<file path="config.mk">
export PLATFORM = sky130hd
export DESIGN_NAME = tcp_rt_timer
export DESIGN_NICKNAME = d
export VERILOG_FILES = /design/src/rtl/tcp_pkg.sv /design/src/rtl/tcp_rt_scan.sv /design/src/rtl/tcp_rt_timer.sv
export SDC_FILE = /design/constraint.sdc
export NUM_CORES = 1
export LEC_CHECK = 0
export BUFFER_PORTS_ARGS = -buffer_cell sky130_fd_sc_hd__buf_4
export CAP_MARGIN = 10
export CORE_MARGIN = 8
export CORE_UTILIZATION = 60
export DETAILED_ROUTE_END_ITERATION = 12
export HOLD_SLACK_MARGIN = 0.06
export PLACE_DENSITY = 0.8
export SLEW_MARGIN = 20
export SYNTH_ARGS = -nofsm -noshare
export SYNTH_HDL_FRONTEND = slang
export SYNTH_SLANG_ARGS = --single-unit
</file>
<file path="constraint.sdc">
create_clock -name clk -period 11.1 [get_ports clk]
set_clock_uncertainty 0.2 [all_clocks]
set_input_delay 1.11 -clock clk [delete_from_list [all_inputs] [get_ports clk]]
set_output_delay 1.11 -clock clk [all_outputs]
set_load 0.1 [all_outputs]
</file>
<file path="src/rtl/tcp_pkg.sv">
// ============================================================================
// Module      : tcp_pkg
// Description : Shared types and constants for the TCP slow-path engine.
//               Adds the per-flow retransmit timer state and the retransmit
//               request record used by tcp_rt_timer / tcp_rt_scan.
//               Optional macro: TCP_RT_FAST_RETX_EN enables duplicate-ACK
//               counting (dup_cnt / pend_fast fields).
// Revision    : 1.0 - initial release
// ============================================================================
`default_nettype none

`ifndef ACK_NUM_W
`define ACK_NUM_W 32
`endif
`ifndef SEQ_NUM_W
`define SEQ_NUM_W 32
`endif

package tcp_pkg;

    localparam int MAX_FLOW_CNT      = 4;
    localparam int RT_TIMEOUT_CYCLES = 1000;
    localparam int RT_ACK_THRESHOLD  = 3;
    localparam int TIMESTAMP_W       = 64;
    // Wider than the threshold needs so a saturated count never re-matches it.
    localparam int DUP_ACK_CNT_W     = 3;
    localparam int RT_FLOWID_W       = $clog2(MAX_FLOW_CNT);

    // Per-flow acknowledgement progress.
    typedef struct packed {
        logic [`ACK_NUM_W-1:0]    last_ack;
`ifdef TCP_RT_FAST_RETX_EN
        logic [DUP_ACK_CNT_W-1:0] dup_cnt;
`endif
    } ack_state_struct;

    // Per-flow retransmit deadline and pending-request flags.
    typedef struct packed {
        logic [TIMESTAMP_W-1:0] deadline;
        logic                   armed;
        logic                   pend;
`ifdef TCP_RT_FAST_RETX_EN
        logic                   pend_fast;
`endif
    } rt_flow_timer_struct;

    // Retransmit request handed to the TX engine.
    typedef struct packed {
        logic [RT_FLOWID_W-1:0] flowid;
        logic [`SEQ_NUM_W-1:0]  seq;
        logic                   fast;
    } rt_req_struct;

endpackage

`default_nettype wire

</file>
<file path="src/rtl/tcp_rt_scan.sv">
// ============================================================================
// Module      : tcp_rt_scan
// Description : Round-robin scanner for tcp_rt_timer. Visits one flow per
//               cycle, flags deadline expiry, and loads the retransmit
//               request output register from a pending flow.
//               Optional macro: TCP_RT_FAST_RETX_EN (carries pend_fast out).
// Revision    : 1.0 - initial release
// ============================================================================
`default_nettype none

module tcp_rt_scan
    import tcp_pkg::*;
#(
    parameter int FLOW_CNT = MAX_FLOW_CNT,
    parameter int FLOWID_W = $clog2(FLOW_CNT),
    parameter int TS_W     = TIMESTAMP_W
) (
    input  logic                                      clk,
    input  logic                                      rst_n,
    input  logic [TS_W-1:0]                           i_now,
    input  rt_flow_timer_struct [FLOW_CNT-1:0]        i_timers,
    input  logic [FLOW_CNT-1:0][`ACK_NUM_W-1:0]       i_last_ack,
    input  logic                                      i_rt_req_rdy,
    output logic [FLOWID_W-1:0]                       o_ptr,
    output logic                                      o_expire,
    output logic                                      o_load,
    output logic                                      o_req_val,
    output rt_req_struct                              o_req
);

    logic [FLOWID_W-1:0] r_ptr;
    logic                r_req_val;
    rt_req_struct        r_req;
    rt_flow_timer_struct w_cur;
    logic                w_fast;

    assign w_cur = i_timers[r_ptr];

`ifdef TCP_RT_FAST_RETX_EN
    assign w_fast = w_cur.pend_fast;
`else
    assign w_fast = 1'b0;
`endif

    // Expiry wins over load on the same visit; the load happens next visit.
    assign o_expire = w_cur.armed && (i_now >= TS_W'(w_cur.deadline));
    assign o_load   = w_cur.pend && !o_expire && (!r_req_val || i_rt_req_rdy);

    // Advance the scan pointer and manage the request output register.
    always_ff @(posedge clk or negedge rst_n) begin
        if (!rst_n) begin
            r_ptr     <= '0;
            r_req_val <= 1'b0;
            r_req     <= '0;
        end else begin
            r_ptr <= (r_ptr == FLOWID_W'(FLOW_CNT - 1)) ? '0 : r_ptr + 1'b1;
            if (o_load) begin
                r_req_val   <= 1'b1;
                r_req.flowid <= RT_FLOWID_W'(r_ptr);
                r_req.seq    <= `SEQ_NUM_W'(i_last_ack[r_ptr]);
                r_req.fast   <= w_fast;
            end else if (i_rt_req_rdy) begin
                r_req_val <= 1'b0;
            end
        end
    end

    assign o_ptr     = r_ptr;
    assign o_req_val = r_req_val;
    assign o_req     = r_req;

endmodule

`default_nettype wire

</file>
<file path="src/rtl/tcp_rt_timer.sv">
// ============================================================================
// Module      : tcp_rt_timer
// Description : Sender-side retransmission trigger. Tracks per-flow ACK
//               progress, keeps one retransmit deadline per flow and raises
//               retransmit requests on timeout or duplicate-ACK threshold.
//               Optional macro: TCP_RT_FAST_RETX_EN enables fast retransmit
//               on duplicate ACKs; without it only timeouts are reported.
// Revision    : 1.0 - initial release
// ============================================================================
`default_nettype none

module tcp_rt_timer
    import tcp_pkg::*;
#(
    parameter int FLOW_CNT       = MAX_FLOW_CNT,
    parameter int FLOWID_W       = $clog2(FLOW_CNT),
    parameter int TIMEOUT_CYCLES = RT_TIMEOUT_CYCLES,
    parameter int DUP_THRESH     = RT_ACK_THRESHOLD,
    parameter int TS_W           = TIMESTAMP_W
) (
    input  logic                    clk,
    input  logic                    rst_n,
    input  logic                    i_init_val,
    input  logic [FLOWID_W-1:0]     i_init_flowid,
    input  logic [`ACK_NUM_W-1:0]   i_init_ack,
    input  logic                    i_arm_val,
    input  logic [FLOWID_W-1:0]     i_arm_flowid,
    output logic                    o_arm_rdy,
    input  logic                    i_ack_val,
    input  logic [FLOWID_W-1:0]     i_ack_flowid,
    input  logic [`ACK_NUM_W-1:0]   i_ack_num,
    input  logic [`SEQ_NUM_W-1:0]   i_ack_snd_nxt,
    output logic                    o_ack_rdy,
    output logic                    o_rt_req_val,
    output logic [FLOWID_W-1:0]     o_rt_req_flowid,
    output logic [`SEQ_NUM_W-1:0]   o_rt_req_seq,
    output logic                    o_rt_req_fast,
    input  logic                    i_rt_req_rdy
);

    ack_state_struct     [FLOW_CNT-1:0]             r_ack_st, w_ack_nxt;
    rt_flow_timer_struct [FLOW_CNT-1:0]             r_tmr, w_tmr_nxt;
    logic                [FLOW_CNT-1:0][`ACK_NUM_W-1:0] w_last_ack;
    logic [TS_W-1:0]        r_now;
    logic                   r_rdy;
    logic [TIMESTAMP_W-1:0] w_new_deadline;
    ack_state_struct        w_ack_cur;
    logic [`ACK_NUM_W-1:0]  w_diff, w_win;
    logic                   w_adv, w_ack_fire, w_arm_fire;
    logic [FLOWID_W-1:0]    w_scan_ptr;
    logic                   w_scan_exp, w_scan_load;
    rt_req_struct           w_req;
`ifdef TCP_RT_FAST_RETX_EN
    logic                   w_dup;
    logic [DUP_ACK_CNT_W-1:0] w_dup_new;
`endif

    // ACK classification uses modular distances from the flow's last_ack.
    assign w_ack_cur      = r_ack_st[i_ack_flowid];
    assign w_diff         = i_ack_num - w_ack_cur.last_ack;
    assign w_win          = `ACK_NUM_W'(i_ack_snd_nxt) - w_ack_cur.last_ack;
    assign w_adv          = (w_diff != '0) && (w_diff <= w_win);
    assign w_ack_fire     = i_ack_val && r_rdy && !(i_init_val && i_init_flowid == i_ack_flowid);
    assign w_arm_fire     = i_arm_val && r_rdy && !(i_init_val && i_init_flowid == i_arm_flowid);
    assign w_new_deadline = TIMESTAMP_W'(r_now + TS_W'(TIMEOUT_CYCLES));

`ifdef TCP_RT_FAST_RETX_EN
    assign w_dup     = (w_diff == '0) && (w_win != '0);
    assign w_dup_new = (w_ack_cur.dup_cnt == '1) ? w_ack_cur.dup_cnt : w_ack_cur.dup_cnt + 1'b1;
`endif

    generate
        for (genvar g = 0; g < FLOW_CNT; g++) begin : g_last_ack
            assign w_last_ack[g] = r_ack_st[g].last_ack;
        end
    endgenerate

    // Next flow state: scan effects, then ACK, then arm, then init (highest).
    always_comb begin
        w_ack_nxt = r_ack_st;
        w_tmr_nxt = r_tmr;
        if (w_scan_exp) begin
            w_tmr_nxt[w_scan_ptr].armed = 1'b0;
            w_tmr_nxt[w_scan_ptr].pend  = 1'b1;
        end else if (w_scan_load) begin
            w_tmr_nxt[w_scan_ptr].pend  = 1'b0;
`ifdef TCP_RT_FAST_RETX_EN
            w_tmr_nxt[w_scan_ptr].pend_fast = 1'b0;
`endif
        end
        if (w_ack_fire) begin
            if (w_adv) begin
                w_ack_nxt[i_ack_flowid].last_ack = i_ack_num;
                w_tmr_nxt[i_ack_flowid].pend     = 1'b0;
`ifdef TCP_RT_FAST_RETX_EN
                w_ack_nxt[i_ack_flowid].dup_cnt   = '0;
                w_tmr_nxt[i_ack_flowid].pend_fast = 1'b0;
`endif
                if (i_ack_num == `ACK_NUM_W'(i_ack_snd_nxt)) begin
                    w_tmr_nxt[i_ack_flowid].armed = 1'b0;
                end else begin
                    w_tmr_nxt[i_ack_flowid].armed    = 1'b1;
                    w_tmr_nxt[i_ack_flowid].deadline = w_new_deadline;
                end
            end
`ifdef TCP_RT_FAST_RETX_EN
            else if (w_dup) begin
                w_ack_nxt[i_ack_flowid].dup_cnt = w_dup_new;
                if (w_dup_new == DUP_ACK_CNT_W'(DUP_THRESH)) begin
                    w_tmr_nxt[i_ack_flowid].pend      = 1'b1;
                    w_tmr_nxt[i_ack_flowid].pend_fast = 1'b1;
                end
            end
`endif
        end
        if (w_arm_fire && !w_tmr_nxt[i_arm_flowid].armed) begin
            w_tmr_nxt[i_arm_flowid].armed    = 1'b1;
            w_tmr_nxt[i_arm_flowid].deadline = w_new_deadline;
        end
        if (i_init_val) begin
            w_ack_nxt[i_init_flowid]          = '0;
            w_ack_nxt[i_init_flowid].last_ack = i_init_ack;
            w_tmr_nxt[i_init_flowid]          = '0;
        end
    end

    // Flow state, time base and accept flags.
    always_ff @(posedge clk or negedge rst_n) begin
        if (!rst_n) begin
            r_ack_st <= '0;
            r_tmr    <= '0;
            r_now    <= '0;
            r_rdy    <= 1'b0;
        end else begin
            r_ack_st <= w_ack_nxt;
            r_tmr    <= w_tmr_nxt;
            r_now    <= r_now + 1'b1;
            r_rdy    <= 1'b1;
        end
    end

    tcp_rt_scan #(
        .FLOW_CNT (FLOW_CNT),
        .FLOWID_W (FLOWID_W),
        .TS_W     (TS_W)
    ) u_scan (
        .clk          (clk),
        .rst_n        (rst_n),
        .i_now        (r_now),
        .i_timers     (r_tmr),
        .i_last_ack   (w_last_ack),
        .i_rt_req_rdy (i_rt_req_rdy),
        .o_ptr        (w_scan_ptr),
        .o_expire     (w_scan_exp),
        .o_load       (w_scan_load),
        .o_req_val    (o_rt_req_val),
        .o_req        (w_req)
    );

    assign o_arm_rdy       = r_rdy;
    assign o_ack_rdy       = r_rdy;
    assign o_rt_req_flowid = FLOWID_W'(w_req.flowid);
    assign o_rt_req_seq    = w_req.seq;
    assign o_rt_req_fast   = w_req.fast;

endmodule

`default_nettype wire
</file>
# --- After elaboration in Yosys (flattened, before gate mapping) ---
# Cells that the tools add are included.
word_totals:
  register_bits: 494
  latchBits: 0
  ram_bits: 0
  mem_bits_ro: 0
  out_inout_bits: 38
  n_memories: 0
classes:
  add_sub_neg: 5
  multipliers: 0
  n_div: 0
  n_lt_le_gt_ge: 10
  eq_ne: 4
  n_shift: 0
  n_mux: 52
  bitwise: 4
  n_reduce_logical: 23
ops:
  columns: ["cell", "n"]
  rows:
  - ["bitwise mux 264 bit", 9]
  - ["2-to-1 mux 264 bit", 7]
  - ["demux 66 bit (select 2 bit)", 8]
  - ["2-to-1 mux 128 bit", 3]
  - ["AND 264 bit", 1]
  - ["binary-select mux 66 bit (select 2 bit)", 2]
  - ["2-to-1 mux 66 bit", 4]
  - ["inverter 264 bit", 1]
  - ["bitwise mux 128 bit", 2]
  - ["AND 128 bit", 1]
  - ["binary-select mux 32 bit (select 2 bit)", 2]
  - ["demux 32 bit (select 2 bit)", 2]
  - ["2-to-1 mux 32 bit", 4]
  - ["inverter 128 bit", 1]
  - ["adder 64 x 1 -> 64 bit, second input constant", 1]
  - ["adder 64 x 10 -> 64 bit, second input constant", 1]
  - [">= comparator 64 bit", 1]
  - ["subtractor 32 bit", 2]
  - ["equality test 32 bit", 1]
  - ["less-or-equal comparator 32 bit", 1]
  - ["nonzero test 32 bit", 1]
  - ["logical AND 1 bit", 15]
  - ["less-than comparator 2 x 3 -> 1 bit, second input constant", 4]
  - ["2-to-1 mux 2 bit", 5]
  - ["8 further kinds", 19]

# --- Longest topological paths before layout ---
logic_depth:
  depth_word: 22
  mapped_depth: 34

# --- Modules after synthesis ---
# Synthesis repeated with hierarchy kept, for this count alone.
unflattened:
  cells_unflattened: 3090
  area_unflattened_um2: 31106.1
modules_own_cells:
  columns: ["module", "n_inst", "cells_each", "area_each_um2", "seq_area_each_um2"]
  rows:
  - ["tcp_rt_timer", 1, 2657, 25610.8, 11436.0]
  - ["tcp_rt_scan", 1, 433, 5495.3, 925.9]

# --- Least setup slack after synthesis ---
# No wires, ideal clock.
synth_timing:
  path_kind: "input-to-reg"
  startpoint: "input port i_ack_flowid[0]"
  endpoint: "register r_ack_st[16] (netlist name)"
  setup_ps: 129
  arrival_ps: 8134
  required_ps: 10771
  setup_slack_ps: 2638
  stages: 31
  n_path_buf: 6
  cell_sequence: "clkbuf_1 > clkbuf_1 > buf_1 > mux4_2 > ha_1 > fa_1 > nor2b_1 > o21ai_0 > a21oi_1 > o21ai_0 > a31oi_1 > a221oi_1 > o2111a_1 > o31ai_1 > nor2_1 > xor2_1 > ha_1 > a21o_1 > a21o_1 > a21o_1 > a21o_1 > a21o_1 > a211o_1 > a2111oi_0 > nor2_1 > clkbuf_1 > or3_1 > clkbuf_1 > clkbuf_1 > o211ai_1 > nand3_1"
synth_lines:
  columns: ["element", "line", "source"]
  rows:
  - ["start, declared", "tcp_rt_timer.sv:30", "input logic [FLOWID_W-1:0] i_ack_flowid,"]
  - ["end signal, assigned", "tcp_rt_timer.sv:135", "r_ack_st <= w_ack_nxt;"]
  - ["end, declared", "tcp_rt_timer.sv:41", "ack_state_struct [FLOW_CNT-1:0] r_ack_st, w_ack_nxt;"]

==> impl_metrics.csv <==
group,metric,value,unit
clock_network,postCtsSetupRepairBufs,0,
synthesis,synthArstFlopShare,1.000,
setup_path,critical_path_arrival,9.28,ns
min_path,holdPathEnd,"u_scan.o_req[33]",
synthesis,synth-main-ff-cell,"dfrtp_1",
setup_path,worstRegToRegCells,27,
clock_network,clock-sinks,494,
clock_network,cts_hold_buf,0,
placed_design,dp_hpwl,65200,um
flow_run,cap_violations,0,
synthesis,ys_seq_area_frac,0.3899,
cells_and_area,fillers,3918,
clock_network,cts_root_buffer,"clkbuf_16",
setup_path,worstPathRequired,11.42,ns
setup_path,path_delay_family,"compound AO/OA/AOI/OAI gates",
placed_design,dpl_worst_slack,1.628,ns
clock_network,h-tree-depth,2,
synthesis,avgSynthCellArea,9.990,sq um
sta,min_period,8.963,ns
setup_path,path_max_fanout,65,
clock_network,cts_inserted_buffers,54,
die,die_y,245.9,um
cells_and_area,final_nets,3460,
synthesis,synth_fp_nets,3448,
global_route,grt_pass1_wl,154300,um
cells_and_area,postLayoutCoreUtil,0.6656,
detailed_routing,vias_per_cell,6.785,
global_route,grt_max_degree,169,
setup_path,cp-end-kind,"flip-flop",
cells_and_area,drive_gt1_frac,0.1422,
clock_network,path_clk_slew,0.06,ns
sta,hold_viol_final,0,
die,rows,84,
die,die_w,245.9,um
sta,rsz0062_at_grt,"false",
detailed_routing,drtAntennaViolNets,0,
clock_network,clk-insertion-delay-late,0.65,ns
die,start_util,0.6046,
sta,setup-violations-final,0,
cells_and_area,layout_common_cells,"dfrtp_1 (492), nand2_1 (478), nand3_1 (299)",
sta,setup_tns,0,ns
setup_path,worstSetupStartpointType,"input pin",
synthesis,synth_warnings,0,
clock_network,cts_tree,"yes",
sta,hold_ws,0.2903,ns
placed_design,io_buffers,144,
synthesis,synth_area,31710,sq um
setup_path,r2r-end,"r_tmr[186]",
setup_path,cp_num_buf_inv,3,
synthesis,synth_cell_types,70,
die,die_area,60460,sq um
global_route,antenna_found_initial,7,
die,design.core.area,52450,sq um
min_path,worstHoldPathCells,2,
pwr,p_per_area,228.4,nW/um^2
sta,fmax,0.1116,GHz
setup_path,slowest_stage,"nor2_1",
setup_path,path_class,"in2reg",
cells_and_area,syn2layout_area_growth,10.09,%
setup_path,rrSetupSlack,3.01,ns
cells_and_area,mostFrequentLayoutCell,"dfrtp_1",
global_route,grt_pass1_vias,27060,
clock_network,clockBufferDepth,3,
die,num_io_pins,146,
global_route,track_usage,0.3231,
synthesis,ys_seq_elements,494,
placed_design,routabilityCongestion,0.9697,
pwr,ir_drop,0.1702,mV
detailed_routing,drt-initial-drc-count,3495,
clock_network,post_cts_resized,0,
sta,fin_crit_sh,0.8075,
setup_path,timing.rr.start,"r_ack_st[96]",
sta,fin_ws,2.137,ns
sta,worstMarginPinSlew,1.128,ns
outcome,status,"finished, final reports clean",
pwr,p_leak,0.01685,uW
min_path,hold_class,"reg2reg",
detailed_routing,via_count,26610,
sta,drv_slew,0,
detailed_routing,drc,0,
detailed_routing,avgRoutedWirePerCell,25.29,um
pwr,finalPower,7971,uW
sta,slew_headroom,0.2482,
setup_path,slowest_delay,0.66,ns
synthesis,synth_cells,3174,
detailed_routing,routed_wl,99190,um
detailed_routing,dr.pass1.iters,7,
min_path,hold_start,"u_scan.o_req[33]",
global_route,gr-total-overflow,0,
synthesis,synth_edf_count,0,
-- area by class of cell --
class                      instances  area, sq um  share of cell area
clock buffer                      81         1613             0.04620
multi-input combinational       2325        17890              0.5127
timing repair buffer             174         1405             0.04025
clock inverter                    16        231.5            0.006631
antenna                            7        17.52           0.0005018
inverter                         137        514.2             0.01473
tap                              688        860.8             0.02466
sequential                       494        12370              0.3544
-- registers in the layout (all words and copies together) (netlist names) --
signal	count
u_scan.o_req	34
r_tmr	264
u_scan.o_ptr	2
r_ack_st	128
o_ack_rdy	1
u_scan.o_req_val	1
r_now	64
-- cell families (layout without fill, tap and decap cells) --
family / after synthesis / in the layout / share of synthesized area
simple gates: 1127 / 1127 / 0.1635
xor+xnor: 209 / 209 / 0.05773
buf+inv: 355 / 408 / 0.04968
compound gates: 402 / 402 / 0.08851
fa+ha+maj: 166 / 166 / 0.06598
mux: 419 / 419 / 0.1845
flops: 494 / 494 / 0.3899
other cells: 2 / 9 / 0.0002368
-- worst reg2reg max path: stages (launching register included) --
cell,delay (ns)
dfrtp_1,0.41
mux4_2,0.54
ha_1,0.24
fa_1,0.45
nor2b_1,0.12
o21ai_0,0.12
a21oi_1,0.20
o21ai_0,0.14
a31oi_1,0.39
a221oi_1,0.23
o2111a_1,0.31
o31ai_1,0.40
o41ai_1,0.16
o21bai_1,0.16
a21oi_1,0.10
xor2_1,0.15
ha_1,0.30
nand4_1,0.12
nor4_1,0.56
nand2_1,0.15
a211oi_1,0.21
a2111oi_0,0.09
buf_4,0.19
nor2_1,0.66
a2111oi_0,0.26
a32oi_4,0.25
buf_12,0.45
mux2i_1,0.39
-- metal layers --
layer | global-route usage | wire length, um | part of all wire | vias up
met5 | 0 | 0 | 0 | -
met4 | 0.1359 | 3364 | 0.034 | 0
met1 | 0.4475 | 40100 | 0.40 | 13230
li1 | - | - | - | 11410
met2 | 0.4760 | 44390 | 0.45 | 1703
met3 | 0.08905 | 11340 | 0.11 | 275
-- stage by stage --
step / cells / cell area, sq um
6_report: 3922 / 34910
5_1_grt: 3920 / 34900
4_1_cts: 3914 / 34860
3_5_place_dp: 3817 / 33020
3_3_place_gp: 3817 / 33020
2_1_floorplan: 3174 / 31710
-- worst max path at each step --
stage / end / start / slack, ns / cells after the start
after detailed placement: r_tmr[171] / i_ack_flowid[0] / 1.63 / 28
after CTS: r_tmr[171] / i_ack_flowid[0] / 2.21 / 28
after floorplan: r_ack_st[16] / i_ack_flowid[0] / 2.64 / 31
after global placement: r_tmr[143] / i_ack_flowid[0] / 1.66 / 28
final: r_tmr[186] / i_ack_flowid[0] / 2.14 / 28
after global routing: r_tmr[140] / i_ack_flowid[0] / 1.51 / 28
-- Yosys cell counts, types with 95 or more instances --
cell type,number,share of area
nand2_1,478,0.057
xnor2_1,95,0.026
o211ai_1,134,0.032
mux2i_1,257,0.081
xor2_1,114,0.031
nand3_1,300,0.047
dfrtp_1,494,0.39
mux4_2,129,0.092
inv_1,137,0.016
nor2_1,119,0.014
clkbuf_1,157,0.019
ha_1,164,0.065
-- report_power, final --
group          switching (uW)  internal (uW)  total (uW)
clock                     768           1120        1890
combinational            2220           1480        3700
sequential                256           2130        2390
total                    3250           4720        7970
(Power assumes the default switching activity.)
